===== src/rtl/regfile_op_sequencer_pkg.sv =====
// Shared definitions for the register-file operation sequencer.
//   REG_W / ADDR_W : register data width and register address width
//   op_e           : ALU op-code encodings carried on Cmd_Op (OP_ADD..OP_SLTU)
//   state_e        : sequencer FSM state encodings
package regfile_seq_pkg;

    localparam int REG_W  = 32;
    localparam int ADDR_W = 5;
    localparam int OP_W   = 3;

    typedef enum logic [OP_W-1:0] {
        OP_ADD  = 3'd0,
        OP_SUB  = 3'd1,
        OP_AND  = 3'd2,
        OP_OR   = 3'd3,
        OP_XOR  = 3'd4,
        OP_NOR  = 3'd5,
        OP_SLT  = 3'd6,
        OP_SLTU = 3'd7
    } op_e;

    typedef enum logic [1:0] {
        ST_IDLE = 2'd0,
        ST_READ = 2'd1,
        ST_EXEC = 2'd2,
        ST_WB   = 2'd3
    } state_e;

endpackage


===== src/rtl/regfile_op_sequencer_if.sv =====
// Bundle of the command handshake and the 2-read/1-write register file port.
//   Command : Cmd_Valid, Cmd_Ready, Cmd_Op, Cmd_Rs, Cmd_Rt, Cmd_Rd
//   Read    : R_Addr_A/B (sequencer drives), R_Data_A/B (register file answers combinationally)
//   Write   : W_Addr, W_Data, Write_Reg (register file writes on rising Clk)
// modport master : the sequencer (command receiver, register file initiator)
// modport slave  : the controller + register file side
interface regfile_op_sequencer_if;
    import regfile_seq_pkg::*;

    logic              Cmd_Valid;
    logic              Cmd_Ready;
    logic [OP_W-1:0]   Cmd_Op;
    logic [ADDR_W-1:0] Cmd_Rs;
    logic [ADDR_W-1:0] Cmd_Rt;
    logic [ADDR_W-1:0] Cmd_Rd;

    logic [ADDR_W-1:0] R_Addr_A;
    logic [ADDR_W-1:0] R_Addr_B;
    logic [REG_W-1:0]  R_Data_A;
    logic [REG_W-1:0]  R_Data_B;

    logic [ADDR_W-1:0] W_Addr;
    logic [REG_W-1:0]  W_Data;
    logic              Write_Reg;

    modport master (
        input  Cmd_Valid, Cmd_Op, Cmd_Rs, Cmd_Rt, Cmd_Rd,
        output Cmd_Ready,
        output R_Addr_A, R_Addr_B,
        input  R_Data_A, R_Data_B,
        output W_Addr, W_Data, Write_Reg
    );

    modport slave (
        output Cmd_Valid, Cmd_Op, Cmd_Rs, Cmd_Rt, Cmd_Rd,
        input  Cmd_Ready,
        input  R_Addr_A, R_Addr_B,
        output R_Data_A, R_Data_B,
        input  W_Addr, W_Data, Write_Reg
    );

endinterface


===== src/rtl/regfile_op_sequencer_alu.sv =====
// rf_alu: purely combinational ALU for the sequencer.
//   op       in   op_e    operation select
//   a, b     in   REG_W   operands (a = rs, b = rt)
//   result   out  REG_W   wrapped 32-bit result; SLT/SLTU give 0 or 1
//   overflow out  1       signed overflow of ADD/SUB, 0 for all other ops
module rf_alu
    import regfile_seq_pkg::*;
(
    input  op_e              op,
    input  logic [REG_W-1:0] a,
    input  logic [REG_W-1:0] b,
    output logic [REG_W-1:0] result,
    output logic             overflow
);

    logic [REG_W-1:0] sum;
    logic [REG_W-1:0] diff;

    assign sum  = a + b;
    assign diff = a - b;

    // NOTE: every output gets a default before the case so no path leaves it unassigned (no latch).
    always_comb begin
        result   = '0;
        overflow = 1'b0;
        case (op)
            OP_ADD: begin
                result   = sum;
                // Same-sign operands producing an opposite-sign sum.
                overflow = (a[REG_W-1] == b[REG_W-1]) && (sum[REG_W-1] != a[REG_W-1]);
            end
            OP_SUB: begin
                result   = diff;
                // Different-sign operands where the difference takes b's sign.
                overflow = (a[REG_W-1] != b[REG_W-1]) && (diff[REG_W-1] != a[REG_W-1]);
            end
            OP_AND:  result = a & b;
            OP_OR:   result = a | b;
            OP_XOR:  result = a ^ b;
            OP_NOR:  result = ~(a | b);
            OP_SLT:  result = {{(REG_W-1){1'b0}}, ($signed(a) < $signed(b))};
            OP_SLTU: result = {{(REG_W-1){1'b0}}, (a < b)};
            default: result = '0;
        endcase
    end

endmodule


===== src/rtl/regfile_op_sequencer.sv =====
// regfile_op_sequencer: accepts one register-to-register command, reads both
// source registers, computes the ALU result and issues the write-back.
// Sequence IDLE -> READ -> EXEC -> WB -> IDLE, one command every 4 cycles.
//   Clk, Reset   clock / asynchronous active-high reset
//   bus          command handshake + register file port (master side)
//   Done         one-cycle pulse in WB, whether or not the write was suppressed
//   Result       last ALU result, held until the next EXEC
//   Zero         Result == 0
//   Overflow     signed overflow of the last ADD/SUB
//   Retired_Cnt  number of Done pulses, wrapping
module regfile_op_sequencer
    import regfile_seq_pkg::*;
#(
    parameter int CNT_W       = 8,
    parameter bit TRAP_ON_OVF = 1'b1
) (
    input  logic                Clk,
    input  logic                Reset,
    regfile_op_sequencer_if.master bus,
    output logic                Done,
    output logic [REG_W-1:0]    Result,
    output logic                Zero,
    output logic                Overflow,
    output logic [CNT_W-1:0]    Retired_Cnt
);

    state_e            state, state_nxt;

    op_e               op_q;
    logic [ADDR_W-1:0] addr_a_q, addr_b_q, rd_q;
    logic [REG_W-1:0]  opa_q, opb_q;
    logic [REG_W-1:0]  result_q;
    logic              ovf_q;
    logic [CNT_W-1:0]  cnt_q;

    logic [REG_W-1:0]  alu_result;
    logic              alu_ovf;

    logic              cmd_ready;
    logic              accept;
    logic              write_reg;
    logic              done;

    rf_alu u_alu (
        .op       (op_q),
        .a        (opa_q),
        .b        (opb_q),
        .result   (alu_result),
        .overflow (alu_ovf)
    );

    // ---------------- FSM: state register ----------------
    // NOTE: sequential state uses non-blocking assignments so every flop samples pre-edge values.
    always_ff @(posedge Clk or posedge Reset) begin
        if (Reset) state <= ST_IDLE;
        else       state <= state_nxt;
    end

    // ---------------- FSM: next-state logic ----------------
    always_comb begin
        state_nxt = state;
        case (state)
            ST_IDLE: if (bus.Cmd_Valid) state_nxt = ST_READ;
            ST_READ: state_nxt = ST_EXEC;
            ST_EXEC: state_nxt = ST_WB;
            ST_WB:   state_nxt = ST_IDLE;
            default: state_nxt = ST_IDLE;
        endcase
    end

    // ---------------- FSM: output decode ----------------
    // Write-back is dropped for r0 and, when trapping, for an overflowing ADD/SUB;
    // the command still retires.
    always_comb begin
        cmd_ready = 1'b0;
        done      = 1'b0;
        write_reg = 1'b0;
        case (state)
            ST_IDLE: cmd_ready = 1'b1;
            ST_WB: begin
                done      = 1'b1;
                write_reg = (rd_q != '0) && !(TRAP_ON_OVF && ovf_q);
            end
            default: ;
        endcase
    end

    assign accept = cmd_ready && bus.Cmd_Valid;

    // ---------------- Datapath ----------------
    // NOTE: the few datapath registers are reset too, so every output has a defined reset value.
    always_ff @(posedge Clk or posedge Reset) begin
        if (Reset) begin
            op_q     <= OP_ADD;
            addr_a_q <= '0;
            addr_b_q <= '0;
            rd_q     <= '0;
            opa_q    <= '0;
            opb_q    <= '0;
            result_q <= '0;
            ovf_q    <= 1'b0;
            cnt_q    <= '0;
        end else begin
            if (accept) begin
                op_q     <= op_e'(bus.Cmd_Op);
                addr_a_q <= bus.Cmd_Rs;
                addr_b_q <= bus.Cmd_Rt;
                rd_q     <= bus.Cmd_Rd;
            end
            // Operands are captured here, so a later write to rs/rt cannot disturb them.
            if (state == ST_READ) begin
                opa_q <= bus.R_Data_A;
                opb_q <= bus.R_Data_B;
            end
            if (state == ST_EXEC) begin
                result_q <= alu_result;
                ovf_q    <= alu_ovf;
            end
            if (state == ST_WB) cnt_q <= cnt_q + 1'b1;
        end
    end

    assign bus.Cmd_Ready = cmd_ready;
    assign bus.R_Addr_A  = addr_a_q;
    assign bus.R_Addr_B  = addr_b_q;
    assign bus.W_Addr    = rd_q;
    assign bus.W_Data    = result_q;
    assign bus.Write_Reg = write_reg;

    assign Done        = done;
    assign Result      = result_q;
    assign Zero        = (result_q == '0);
    assign Overflow    = ovf_q;
    assign Retired_Cnt = cnt_q;

endmodule

===== src/flat_wrapper.sv =====
// flat-port wrapper written by rule: the top's interface ports become plain ports
module regfile_op_sequencer_flat import regfile_seq_pkg::*;
#(
    parameter int CNT_W       = 8,
    parameter bit TRAP_ON_OVF = 1'b1
)
  (Clk, Reset, Done, Result, Zero, Overflow, Retired_Cnt, bus_Cmd_Valid, bus_Cmd_Op, bus_Cmd_Rs, bus_Cmd_Rt, bus_Cmd_Rd, bus_Cmd_Ready, bus_R_Addr_A, bus_R_Addr_B, bus_R_Data_A, bus_R_Data_B, bus_W_Addr, bus_W_Data, bus_Write_Reg);
  regfile_op_sequencer_if bus_i ();
  input  logic Clk;
  input  logic Reset;
  output logic Done;
  output logic [REG_W-1:0] Result;
  output logic Zero;
  output logic Overflow;
  output logic [CNT_W-1:0] Retired_Cnt;
  input wire logic [$bits(bus_i.Cmd_Valid)-1:0] bus_Cmd_Valid;
  input wire logic [$bits(bus_i.Cmd_Op)-1:0] bus_Cmd_Op;
  input wire logic [$bits(bus_i.Cmd_Rs)-1:0] bus_Cmd_Rs;
  input wire logic [$bits(bus_i.Cmd_Rt)-1:0] bus_Cmd_Rt;
  input wire logic [$bits(bus_i.Cmd_Rd)-1:0] bus_Cmd_Rd;
  output wire logic [$bits(bus_i.Cmd_Ready)-1:0] bus_Cmd_Ready;
  output wire logic [$bits(bus_i.R_Addr_A)-1:0] bus_R_Addr_A;
  output wire logic [$bits(bus_i.R_Addr_B)-1:0] bus_R_Addr_B;
  input wire logic [$bits(bus_i.R_Data_A)-1:0] bus_R_Data_A;
  input wire logic [$bits(bus_i.R_Data_B)-1:0] bus_R_Data_B;
  output wire logic [$bits(bus_i.W_Addr)-1:0] bus_W_Addr;
  output wire logic [$bits(bus_i.W_Data)-1:0] bus_W_Data;
  output wire logic [$bits(bus_i.Write_Reg)-1:0] bus_Write_Reg;
  assign bus_i.Cmd_Valid = bus_Cmd_Valid;
  assign bus_i.Cmd_Op = bus_Cmd_Op;
  assign bus_i.Cmd_Rs = bus_Cmd_Rs;
  assign bus_i.Cmd_Rt = bus_Cmd_Rt;
  assign bus_i.Cmd_Rd = bus_Cmd_Rd;
  assign bus_Cmd_Ready = bus_i.Cmd_Ready;
  assign bus_R_Addr_A = bus_i.R_Addr_A;
  assign bus_R_Addr_B = bus_i.R_Addr_B;
  assign bus_i.R_Data_A = bus_R_Data_A;
  assign bus_i.R_Data_B = bus_R_Data_B;
  assign bus_W_Addr = bus_i.W_Addr;
  assign bus_W_Data = bus_i.W_Data;
  assign bus_Write_Reg = bus_i.Write_Reg;
  regfile_op_sequencer #(.CNT_W(CNT_W), .TRAP_ON_OVF(TRAP_ON_OVF)) u_core (.Clk(Clk), .Reset(Reset), .bus(bus_i), .Done(Done), .Result(Result), .Zero(Zero), .Overflow(Overflow), .Retired_Cnt(Retired_Cnt));
endmodule

===== config.mk =====
export PLATFORM = sky130hd
export DESIGN_NAME = regfile_op_sequencer_flat
export DESIGN_NICKNAME = d
export VERILOG_FILES = /design/src/rtl/regfile_op_sequencer_pkg.sv /design/src/rtl/regfile_op_sequencer_if.sv /design/src/rtl/regfile_op_sequencer_alu.sv /design/src/rtl/regfile_op_sequencer.sv /design/src/flat_wrapper.sv
export SDC_FILE = /design/constraint.sdc
export NUM_CORES = 1
export LEC_CHECK = 0
export ABC_AREA = 1
export BUFFER_PORTS_ARGS = -buffer_cell sky130_fd_sc_hd__buf_2
export CAP_MARGIN = 10
export CORE_MARGIN = 1
export CORE_UTILIZATION = 46
export DETAILED_ROUTE_END_ITERATION = 8
export GPL_TIMING_DRIVEN = 0
export PLACE_DENSITY = 0.7
export SETUP_SLACK_MARGIN = 0.5
export SYNTH_ARGS = -nofsm -noshare
export SYNTH_HDL_FRONTEND = slang
export SYNTH_SLANG_ARGS = --single-unit

===== constraint.sdc =====
create_clock -name Clk -period 4.27 [get_ports Clk]
set_input_delay 0.6405 -clock Clk [delete_from_list [all_inputs] [get_ports Clk]]
set_output_delay 0.6405 -clock Clk [all_outputs]
set_load 0.02 [all_outputs]

# ---- Word level (Yosys, flattened, before mapping)
# Cells that the tools add are included.
# W data, S select, Z words.
dict set report word_totals {
  register_bits 125
  elab_cells 50
  in_bits 85
  out_inout_bits 92
}
dict set report op_classes {
  addsub 3
  reduce_logical 9
  magnitude_cmp 2
  muxes 7
  n_eq_ne 15
  bitwise 4
}
# cell count
set op_table {}
lappend op_table {{$pmux W32 S8} 1}
lappend op_table {{$lt A32 B32 Y1} 2}
lappend op_table {{$add A32 B32 Y32} 1}
lappend op_table {{$and A32 B32 Y32} 1}
lappend op_table {{$logic_not A32 Y1} 1}
lappend op_table {{$not A32 Y32} 1}
lappend op_table {{$or A32 B32 Y32} 1}
lappend op_table {{$sub A32 B32 Y32} 1}
lappend op_table {{$xor A32 B32 Y32} 1}
lappend op_table {{$eq A3 B3 Y1 const B} 4}
lappend op_table {{$add A8 B1 Y8 const B} 1}
lappend op_table {{$pmux W2 S4} 1}
lappend op_table {{$eq A3 B2 Y1 const B} 2}
lappend op_table {{$reduce_bool A5 Y1} 1}
lappend op_table {{$eq A2 B2 Y1 const B} 2}
lappend op_table {{$logic_and A1 B1 Y1} 4}
lappend op_table {{$eq A3 B1 Y1 const B} 1}
lappend op_table {{$logic_not A3 Y1} 1}
lappend op_table {{$mux W1} 3}
lappend op_table {{$ne A1 B1 Y1} 3}
lappend op_table {{$eq A2 B1 Y1 const B} 1}
lappend op_table {{$logic_not A2 Y1} 1}
lappend op_table {{$mux W2} 1}
lappend op_table {{$ne A2 B2 Y1 const B} 1}
lappend op_table {{other kinds (3)} 3}

# ---- Longest topological paths before layout
dict set report depth {
  ltp_word 4
  mapped_depth 19
  mapped_depth_nobuf 18
}

# ---- By module
# Synthesis repeated with hierarchy kept, for this count alone.
dict set report unflattened {
  hier_cells 1602
  area_unflattened_um2 11662.4
}
# mod area_each_um2 instances cells_each
set modules_own_cells {}
lappend modules_own_cells {rf_alu 6389.9 1 1219}
lappend modules_own_cells {regfile_op_sequencer 5272.6 1 383}

# ---- Worst setup path after synthesis
# OpenSTA, ideal clock, no wires.
dict set report synth_timing {
  path_kind {flip-flop to flip-flop}
  startpoint {reg u_core.opb_q[0]}
  endpoint {reg u_core.result_q[0], in the netlist u_core.Result[0]}
  required_time_ns 4.154
  path_stages_with_launch 17
  arrival_ns 1.931
  period_less_slack_ns 2.048
  slack_ns 2.222
  setup_time_ns 0.116
  path_cell_list {dfrtp_1 > ha_1 > fa_1 > nor2_1 > nand2_1 > nand3_1 > nand2_1 > nand2_2 > nand2_1 > nand2_2 > nand2_2 > nand3_1 > nand2_1 > inv_1 > nand2_1 > nand2_1 > nand2_1}
}
dict set report synth_between {
  elab_chain_len 3
  word_cells_on_any_way 9
}
# element line
set synth_rtl {}
lappend synth_rtl {{start, declared} regfile_op_sequencer.sv:31} ;# logic [REG_W-1:0] opa_q, opb_q;
lappend synth_rtl {{start signal, assigned} regfile_op_sequencer.sv:113} ;# opb_q <= bus.R_Data_B;
lappend synth_rtl {{branches (longest 2 deep; another with $sub A32 B32 Y32)} --}
lappend synth_rtl {{$pmux W32 S8 *} regfile_op_sequencer_alu.sv:26} ;# case (op)
lappend synth_rtl {{end signal, assigned} regfile_op_sequencer.sv:116} ;# result_q <= alu_result;
lappend synth_rtl {{end, declared} regfile_op_sequencer.sv:32} ;# logic [REG_W-1:0] result_q;
# Mark *: on every way between the ends.
# A chain may end at the register's enable or synchronous reset.

# ---- Worst setup path after layout
dict set report layout_timing {
  startpoint {reg u_core.state[1]}
  endpoint {reg u_core.opa_q[2]}
}
dict set report layout_between {
  elab_chain_len 1
}
# element line
set layout_rtl {}
lappend layout_rtl {{start, declared} regfile_op_sequencer.sv:27} ;# state_e state, state_nxt;
lappend layout_rtl {{start signal, assigned} regfile_op_sequencer.sv:56} ;# else state <= state_nxt;
lappend layout_rtl {{$eq A2 B1 Y1} regfile_op_sequencer.sv:111} ;# if (state == ST_READ) begin
lappend layout_rtl {{end signal, assigned} regfile_op_sequencer.sv:112} ;# opa_q <= bus.R_Data_A;
lappend layout_rtl {{end, declared} regfile_op_sequencer.sv:31}
# Every way passes these cells.

==> results_dict.tcl <==
set metrics [dict create \
    path_cells "inv_1, ha_1, clkbuf_1, clkbuf_1, clkbuf_1, nand2_1, o21ai_0" \
    finalHoldViolCount 0 \
    period_needed_ns 2.91 \
    drive_above_1_share 0.183 \
    chipHeight_um 161 \
    synthCells 1810 \
    synthFlopType "dfrtp_1" \
    yosys-top-cells-area "dfrtp_1 27%, nand2_1 18%, ha_1 11%" \
    worst_slew_pin_slew_ns 0.873 \
    required_ns 4.63 \
    root_buffer "clkbuf_16" \
    viasPerCell 5.32 \
    synth_top_area_frac 0.267 \
    grt_usage 0.345 \
    crit_top_cell "clkbuf_1" \
    worstSkewPairLatency_ns 0.45 \
    remaining_drc_errors 0 \
    synthDistinctLibCells 49 \
    path_buf_inv 4 \
    port-buffer-count 176 \
    fill_cells 2546 \
    status "finished clean" \
    syn_avg_cell_area_um2 6.46 \
    synth_compound_area_frac 0.125 \
    drt-total-wl_um 44500 \
    setup_tns_ns 0 \
    design.die.area_um2 26100 \
    initial_utilization 0.467 \
    synth-seq-cells 125 \
    critical_path.max_stage_delay_ns 0.64 \
    synth.area.mux_share 0.0144 \
    ios 177 \
    layout_common_cells "549 x nand2_1, 288 x inv_1, 197 x buf_2" \
    synthAdderAreaFrac 0.111 \
    cts-hold-fix-buffers 0 \
    skew_ns 0.0208 \
    maxSlewHeadroom 0.418 \
    seq_area_frac_synth 0.267 \
    drt_iter0_drc 1148 \
    clock-sinks 125 \
    layout.cells.most_common "nand2_1" \
    fp-row-count 58 \
    critPathLaunchType "register" \
    hpwl_um 35800 \
    yosys.area_share.simple 0.319 \
    r2r_end "u_core.opa_q[2]$_DFFE_PP0N_" \
    ys_async_sr_fraction 1.00 \
    drt-pass1-iter-count 6 \
    worst_r2r_path_depth 7 \
    clock_path_buffers 2 \
    area_growth_pct 17.2 \
    place_congestion 0.961 \
    critPathMaxFanout 10 \
    ant_nets 0 \
    rr_startpoint "u_core.state[1]$_DFFE_PP0P_" \
    num_vias 12500 \
    grt_pass1_vias 11500 \
    grt-ovfl-total 0 \
    cp_slowest_cell "clkbuf_1" \
    synth_top_area_cell "dfrtp_1" \
    synth_edf_count 0 \
    ys_warn_count 0 \
    core_um2 25000 \
    syn_nets 1998 \
    h-tree-depth 4 \
    final_max_slew_viol_count 0 \
    clkTransAtPathRegs_ns 0.07 \
    syn_area_um2 11700 \
    synth_xor_area_frac 0.00898 \
    postCtsSetupBuffers 0 \
    synth_top_family_by_area "simple AND/OR/NAND/NOR gates" \
    grt_pass1_wl_um 66900 \
    grt_max_degree 44 \
    hold_path_class "in -> async" \
    antenna_found_initial 0 \
    ctsResizeCount 0 \
    maxCapViolCount 0 \
    critical_path.top_delay_family "buffers and inverters" \
    path_class "reg -> reg" \
    cp-end-kind "register" \
    max_freq_ghz 0.344 \
    finalSetupViolations 0 \
    routedWlPerCell_um 18.9 \
    final_nets 2196 \
    numCtsBuffers 17 \
    cts_tree "yes" \
    crit_arrival_ns 3.27 \
    reg2reg_setup_slack_ns 1.36 \
    dieWidth_um 161 \
    finalCritPeriodShare 0.681 \
    grt_setup_unrepaired "no" \
]
through the flow:
| step | worst slack, ns | std cells | utilization | instance area [um2] | hold WS (ns) |
|---|---|---|---|---|---|
| global placement | 1.29 | 2316 | 0.519 | 13000 | 0.464 |
| CTS | 1.45 | 2351 | 0.548 | 13700 | 0.217 |
| global route | 1.21 | 2351 | 0.548 | 13700 | 0.230 |
| detailed placement | 1.47 | 2319 | 0.522 | 13100 | 0.477 |
| floorplan | 2.09 | 1810 | - | 11700 | 0.537 |
| finish | 1.36 | 2352 | 0.548 | 13700 | 0.213 |
Yosys cell counts (13+ instances only):
master and number:
a21oi_1 72, a221oi_1 13, buf_2 21, buf_4 49, clkbuf_1 20, dfrtp_1 125
ha_1 101, inv_1 289, inv_2 21, mux2_2 15, nand2_1 549, nand2_2 15
nand3_1 111, nand4_1 20, nor2_1 136, nor2_2 14, o21ai_0 102, o21ai_1 22
o22ai_1 21
sequential cells by signal, indices dropped and copies added (netlist names):
signal and cells:
u_core.op_q 3, u_core.opb_q 32, u_core.Result 32, u_core.Overflow 1
u_core.Retired_Cnt 8, u_core.bus.W_Addr 5, u_core.bus.R_Addr_A 5, u_core.state 2
u_core.bus.R_Addr_B 5, u_core.opa_q 32
kinds of logic after synthesis:
family | count (synthesis)
AND/OR/NAND/NOR | 886
XOR/XNOR | 12
flip-flops | 125
buffers and inverters | 411
AO/OA/AOI/OAI | 258
adder cells (fa/ha/maj) | 103
multiplexers | 15
metal layers:
| metal | track usage | vias to the layer above | routed length (um) |
|---|---|---|---|
| met2 | 0.540 | 561 | 19500 |
| met1 | 0.479 | 5808 | 20100 |
| li1 | - | 6070 | - |
| met4 | 0.130 | 0 | 1360 |
| met3 | 0.0529 | 71 | 3520 |
| met5 | 0 | - | 0 |
worst max path at each step:
stage / start / end / depth (start not counted)
after floorplan: Reset / u_core.Overflow$_DFFE_PP0P_ / 1
after global placement: Reset / u_core.opb_q[8]$_DFFE_PP0N_ / 2
after detailed placement: u_core.state[1]$_DFFE_PP0P_ / u_core.opa_q[2]$_DFFE_PP0N_ / 7
after CTS: u_core.state[1]$_DFFE_PP0P_ / u_core.opa_q[2]$_DFFE_PP0N_ / 7
after global routing: u_core.state[1]$_DFFE_PP0P_ / u_core.opa_q[2]$_DFFE_PP0N_ / 7
final: u_core.state[1]$_DFFE_PP0P_ / u_core.opa_q[2]$_DFFE_PP0N_ / 7
cell type report:
type | instances | area [um2] | share of cell area
antenna | 1 | 2.50 | 0.000182
buffer | 99 | 619 | 0.0452
clock buffer | 17 | 425 | 0.0310
clock inverter | 15 | 226 | 0.0165
inverter | 312 | 1170 | 0.0857
multi-input combinational | 1274 | 6780 | 0.495
sequential | 125 | 3130 | 0.228
tap | 330 | 413 | 0.0301
timing repair buffer | 179 | 941 | 0.0686
Power is not shown: default switching activity piles up to over one toggle a cycle in this logic, so the estimate is an artifact.
